[src/rtl/move_collector.sv]
// Move collector: walks all 64 squares, drains each square's move FIFO
// word and streams valid moves out over a valid/ready port.
module move_collector #(
  parameter int TIMEOUT   = 256,
  parameter int MAX_MOVES = 255
) (
  input  logic         clk,
  input  logic         reset,
  input  logic         start,
  output logic [5:0]   sq_sel,
  input  logic         sq_done,
  input  logic [159:0] sq_fifo,
  output logic         rden,
  output logic         hold_all,
  output logic         mv_valid,
  input  logic         mv_ready,
  output logic [14:0]  mv_data,
  output logic [7:0]   move_count,
  output logic         timeout_err,
  output logic         list_done
);

  localparam int CW = (TIMEOUT > 1) ? $clog2(TIMEOUT) : 1;
  localparam logic [CW-1:0] CTR_MAX = CW'(TIMEOUT - 1);
  localparam logic [7:0]    MC_MAX  = 8'(MAX_MOVES);

  typedef enum logic [2:0] {
    S_IDLE,
    S_WAIT,
    S_READ,
    S_CAPT,
    S_EMIT,
    S_NEXT,
    S_FIN
  } state_t;

  state_t         state_q, state_d;
  logic [5:0]     sel_q, sel_d;
  logic [CW-1:0]  ctr_q, ctr_d;
  logic [3:0]     slot_q, slot_d;
  logic [159:0]   buf_q, buf_d;
  logic [7:0]     mc_q, mc_d;
  logic           terr_q, terr_d;
  logic           hold_q;
  logic [9:0]     cur;

  assign cur = buf_q[32'(slot_q) * 10 +: 10];

  always_ff @(posedge clk or posedge reset) begin
    if (reset) begin
      state_q <= S_IDLE;
      sel_q   <= '0;
      ctr_q   <= '0;
      slot_q  <= '0;
      buf_q   <= '0;
      mc_q    <= '0;
      terr_q  <= 1'b0;
      hold_q  <= 1'b0;
    end else begin
      state_q <= state_d;
      sel_q   <= sel_d;
      ctr_q   <= ctr_d;
      slot_q  <= slot_d;
      buf_q   <= buf_d;
      mc_q    <= mc_d;
      terr_q  <= terr_d;
      hold_q  <= (state_d != S_IDLE);
    end
  end

  always_comb begin
    state_d   = state_q;
    sel_d     = sel_q;
    ctr_d     = ctr_q;
    slot_d    = slot_q;
    buf_d     = buf_q;
    mc_d      = mc_q;
    terr_d    = terr_q;
    rden      = 1'b0;
    mv_valid  = 1'b0;
    mv_data   = '0;
    list_done = 1'b0;
    unique case (state_q)
      S_IDLE: begin
        if (start) begin
          state_d = S_WAIT;
          sel_d   = '0;
          ctr_d   = '0;
          mc_d    = '0;
          terr_d  = 1'b0;
        end
      end
      S_WAIT: begin
        // done beats a same-cycle timeout
        if (sq_done) begin
          state_d = S_READ;
        end else if (ctr_q == CTR_MAX) begin
          terr_d  = 1'b1;
          state_d = S_NEXT;
        end else begin
          ctr_d = ctr_q + CW'(1);
        end
      end
      S_READ: begin
        rden    = 1'b1;
        state_d = S_CAPT;
      end
      S_CAPT: begin
        buf_d   = sq_fifo;
        slot_d  = '0;
        state_d = S_EMIT;
      end
      S_EMIT: begin
        if (cur[9]) begin
          mv_valid = 1'b1;
          mv_data  = {sel_q[2:0], sel_q[5:3], cur[8:0]};
        end
        if (!cur[9] || mv_ready) begin
          if (cur[9] && (mc_q != MC_MAX))
            mc_d = mc_q + 8'd1;
          if (slot_q == 4'd15)
            state_d = S_NEXT;
          else
            slot_d = slot_q + 4'd1;
        end
      end
      S_NEXT: begin
        if (sel_q == 6'd63) begin
          state_d = S_FIN;
        end else begin
          sel_d   = sel_q + 6'd1;
          ctr_d   = '0;
          state_d = S_WAIT;
        end
      end
      S_FIN: begin
        list_done = 1'b1;
        state_d   = S_IDLE;
      end
      default: state_d = S_IDLE;
    endcase
  end

  assign sq_sel      = sel_q;
  assign hold_all    = hold_q;
  assign move_count  = mc_q;
  assign timeout_err = terr_q;

endmodule

[config.mk]
export PLATFORM = sky130hd
export DESIGN_NAME = move_collector
export DESIGN_NICKNAME = d
export VERILOG_FILES = /design/src/rtl/move_collector.sv
export SDC_FILE = /design/constraint.sdc
export NUM_CORES = 1
export LEC_CHECK = 0
export ABC_AREA = 0
export CORE_MARGIN = 4
export CORE_UTILIZATION = 55
export CTS_CLUSTER_SIZE = 16
export DETAILED_ROUTE_END_ITERATION = 12
export DONT_BUFFER_PORTS = 1
export GPL_ROUTABILITY_DRIVEN = 0
export PLACE_DENSITY = 0.7
export SYNTH_ARGS = -nofsm -noshare
export SYNTH_HDL_FRONTEND = slang
export SYNTH_SLANG_ARGS = --single-unit
[constraint.sdc]
create_clock -name clk -period 8.46 [get_ports clk]
set_input_delay 1.269 -clock clk [delete_from_list [all_inputs] [get_ports clk]]
set_output_delay 1.269 -clock clk [all_outputs]
set_load 0.01 [all_outputs]
### Word level (Yosys, flattened, before mapping)

Cells that the tools add are included.
W data, S select, Z words.

* flip-flop bits (word level): 191
* input port bits: 165
* output and inout bits: 34

* eq/ne operators: 18
* $mul: 1
* shift-type cells: 1
* muxes and demuxes: 31
* add/subtract/negate cells: 4
* reduce and logical (&&, ||, !) cells: 15

Operators with widths (count)
* $shiftx A160 B9 Y10: 1
* $mux W8: 6
* $mux W15: 2
* $pmux W8 S3: 1
* $mux W3: 6
* $pmux W3 S6: 1
* $add A8 B1 Y8 const B: 2
* $ne A2 B2 Y1 const B: 8
* $pmux W8 S2: 1
* $mux W6: 2
* $pmux W6 S2: 1
* $eq A3 B3 Y1 const B: 3
* $eq A8 B8 Y1 const B: 1
* $mux W4: 2
* $ne A8 B8 Y1 const B: 1
* $pmux W4 S2: 1
* $reduce_and A4 Y1: 2
* $reduce_bool A2 Y1: 4
* $mul A4 B3 Y7 const B: 1
* $mux W1: 7
* $add A6 B1 Y6 const B: 1
* $eq A3 B2 Y1 const B: 2
* $eq A6 B6 Y1 const B: 1
* $reduce_and A3 Y1: 2
* other kinds (10): 11

### Depth between registers and ports, before layout

* word-level depth: 7
* mapped depth: 8

### Worst setup path after synthesis

Ideal clock, no wire load.

* path type: reg-to-output
* start point: register slot_q[0]
* end point: output port mv_data[0]
* path buffers: 2
* arrival time: 1.882 ns
* path slack: 5.309 ns
* required time: 7.191 ns
* stages on the path, launching flop included: 6
* path through: dfrtp_1 > buf_4 > buf_4 > mux4_2 > mux4_2 > and2_1

* longest elaborated chain between the ends: 4

Ends and longest elaborated chain
* start: declaration: RTL line 40 `logic [3:0] slot_q, slot_d;`
* start signal: assignment: RTL line 63 `slot_q <= slot_d;`
* $mul A4 B3 Y7: RTL line 47 `assign cur = buf_q[32'(slot_q) * 10 +: 10];`
* $shiftx A160 B9 Y10: RTL line 47
* $mux W15: RTL line 114 `if (cur[9]) begin`
* $mux W15: RTL line 83 `unique case (state_q)`
* end: declaration: RTL line 17 `output logic [14:0] mv_data,`

Every way passes these cells.

### Final worst setup path

* start point: register slot_q[1]
* end point: output port mv_data[5]

Same word-level chain as after synthesis.

==> impl_metrics.json <==
{
  "outcome": "completed",
  "slew_violations": 0,
  "end_kind": "primary output",
  "clockRootBuffer": "clkbuf_16",
  "grt_pass1_vias": 6301,
  "cts_resized": 0,
  "nFillCells": 1414,
  "grt_overflow": 0,
  "rsz0062_at_grt": "false",
  "avgSynthCellArea_um2": 9.34,
  "arrival_ps": 3420,
  "worst-setup-path-type": "reg -> out",
  "ff2ff_setup_slack_ps": 5360,
  "n_antenna_cell": 0,
  "synth_flop_cell": "dfrtp_1",
  "drt_wl_total_um": 21600,
  "antenna_found_initial": 0,
  "reg2reg_from": "slot_q[1]$_DFFE_PP0P_",
  "syn_inst": 969,
  "drv_cap": 0,
  "cts_buffer_depth": 2,
  "finish.instance_area_um2": 9680,
  "initial_core_util_pct": 56.5,
  "drtAntennaViolNets": 0,
  "synth_area_um2": 9050,
  "dr.pass1.iters": 5,
  "relSlewSlack_pct": 28.6,
  "syn_to_final_growth_pct": 6.94,
  "worstPathMaxFanout": 46,
  "portBuffers": 0,
  "rows": 46,
  "avgRoutedWirePerCell_um": 18.5,
  "fin_nets": 1105,
  "die_area_um2": 18600,
  "ys_warn_count": 0,
  "avgViaCountPerCell": 5.56,
  "r2r_end": "move_count[6]$_DFFE_PP0P_",
  "final_common_cell": "nand2_1",
  "drc_errors": 0,
  "tns_ps": 0,
  "total_power_mw": 3.59,
  "layout-drive-gt1-share_pct": 9.27,
  "dp_hpwl_um": 15300,
  "hold_viol": 0,
  "synthDistinctLibCells": 49,
  "cp-endpoint": "mv_data[5]",
  "cts.sinks": 191,
  "clkTransAtPathRegs_ps": 70,
  "setup_viol": 0,
  "cts_setup_buffers": 0,
  "yosysSeqAreaShare_pct": 52.8,
  "die_w_um": 136,
  "track_usage_pct": 24.3,
  "grt_max_degree": 120,
  "period_share_pct": 55.4,
  "ff2ff_path_depth": 7,
  "hold_class": "reg -> reg",
  "finalClockSkew_ps": 7.30,
  "cp-startpoint": "slot_q[1]$_DFFE_PP0P_",
  "critPathLaunchType": "register",
  "vias": 6474,
  "grt_pass1_wl_um": 34200,
  "dp_slack_ps": 4230,
  "max_slew.worst_pin.slew_ps": 1070,
  "syn_nets": 1138,
  "postCtsHoldBufs": 0,
  "cts_max_level": 4,
  "cts-buffers-inserted": 17,
  "dpl_cell_area_um2": 9110,
  "leakagePower_nw": 4.72,
  "core_region_area_um2": 16000,
  "first_iter_violations": 572,
  "worstPathRequired_ps": 7190,
  "ys_ff_latch": 191,
  "fin_ws_ps": 3770,
  "fmax_ghz": 0.213,
  "ir_worst_vdd_mv": 0.197,
  "cts_tree": "yes",
  "layout_common_cells": "505 x nand2_1, 189 x dfrtp_1, 45 x mux4_2",
  "post-route-min-period_ps": 4690,
  "synth-async-reset-ratio_pct": 100,
  "fin_util_pct": 60.5,
  "pin_count": 199,
  "synth_edf_count": 0,
  "worstSkewPairLatency_ps": 440,
  "power_density_nw_per_um2": 371,
  "die_h_um": 136
}
[state kept, by name, summed over array words and instances (netlist names)]
register,count
sq_sel,6
timeout_err,1
buf_q,160
state_q,3
slot_q,4
hold_all,1
ctr_q,8
move_count,8
[report_power, final]
group	internal [mW]	switching (mW)	total (mW)	leakage [nW]
combinational	0.534	0.610	1.14	2.07
clock	0.412	0.366	0.779	0.266
sequential	1.32	0.343	1.66	2.39
[Yosys cell counts, types with 3 or more instances]
library cell  number  area share, %
nand2_1          506             21
dfrtp_1          191             53
mux4_2            45             11
clkbuf_1          30            1.2
nor2_1            24            1.0
buf_2             17           0.94
and2_1            15            1.0
inv_1             14           0.58
mux2i_1           14            1.5
nand3_1           13           0.72
o21ai_0            9           0.50
a21oi_1            8           0.44
buf_4              6           0.50
nand4_1            6           0.41
nor3_1             6           0.33
or3_1              5           0.35
xnor2_1            5           0.48
and3_1             4           0.28
ha_1               4           0.55
nand3b_1           4           0.33
and4_1             3           0.29
nand2b_1           3           0.21
o31ai_1            3           0.25
[worst max-delay path, cell delays in order, from the launching register on]
cell     delay, ps
dfrtp_2       1080
mux2i_1        270
nand3_1        110
and4_1         280
o21ai_2        520
inv_1          390
and2_1         320
[how the worst min path moves through the flow]
stage | cells past startpoint | startpoint | to | slack, ps
6_report | 2 | buf_q[72]$_DFFE_PP0P_ | buf_q[72]$_DFFE_PP0P_ | 470
5_1_grt | 2 | buf_q[91]$_DFFE_PP0P_ | buf_q[91]$_DFFE_PP0P_ | 490
4_1_cts | 2 | buf_q[72]$_DFFE_PP0P_ | buf_q[72]$_DFFE_PP0P_ | 470
3_5_place_dp | 2 | buf_q[72]$_DFFE_PP0P_ | buf_q[72]$_DFFE_PP0P_ | 460
3_3_place_gp | 2 | buf_q[74]$_DFFE_PP0P_ | buf_q[74]$_DFFE_PP0P_ | 460
2_1_floorplan | 2 | buf_q[100]$_DFFE_PP0P_ | buf_q[100]$_DFFE_PP0P_ | 440
[logic make-up after synthesis]
kind of cell | synth area share, %
buffers and inverters | 3.40
adder cells (fa/ha/maj) | 0.553
XOR/XNOR | 0.484
AND/OR/NAND/NOR | 26.9
AO/OA/AOI/OAI | 3.11
multiplexers | 12.8
flip-flops | 52.8
[final cells by class]
type	instances	area, um2	share of cell area (%)
clock inverters	13	131	1.36
inverters	15	63.8	0.660
flip-flops and latches	191	4780	49.5
clock buffers	19	433	4.47
well taps	216	270	2.79
multi-input cells	708	3970	41.0
repair buffers	3	22.5	0.233
[through the flow]
step,instances,hold slack (ps)
2_1_floorplan,969,440
3_3_place_gp,1133,455
3_5_place_dp,1133,458
4_1_cts,1165,475
5_1_grt,1165,493
6_report,1165,473
[layer usage]
metal | part of all wire (%) | routed length, um | global-route usage (%) | up-vias
met5 | 0 | 0 | 0 | -
met4 | 1.8 | 388 | 7.28 | 0
met3 | 6.8 | 1470 | 6.44 | 25
met2 | 46 | 9860 | 35.0 | 204
met1 | 46 | 9860 | 36.4 | 3158
li1 | - | - | - | 3087
Power figures use the tool's default switching activity.
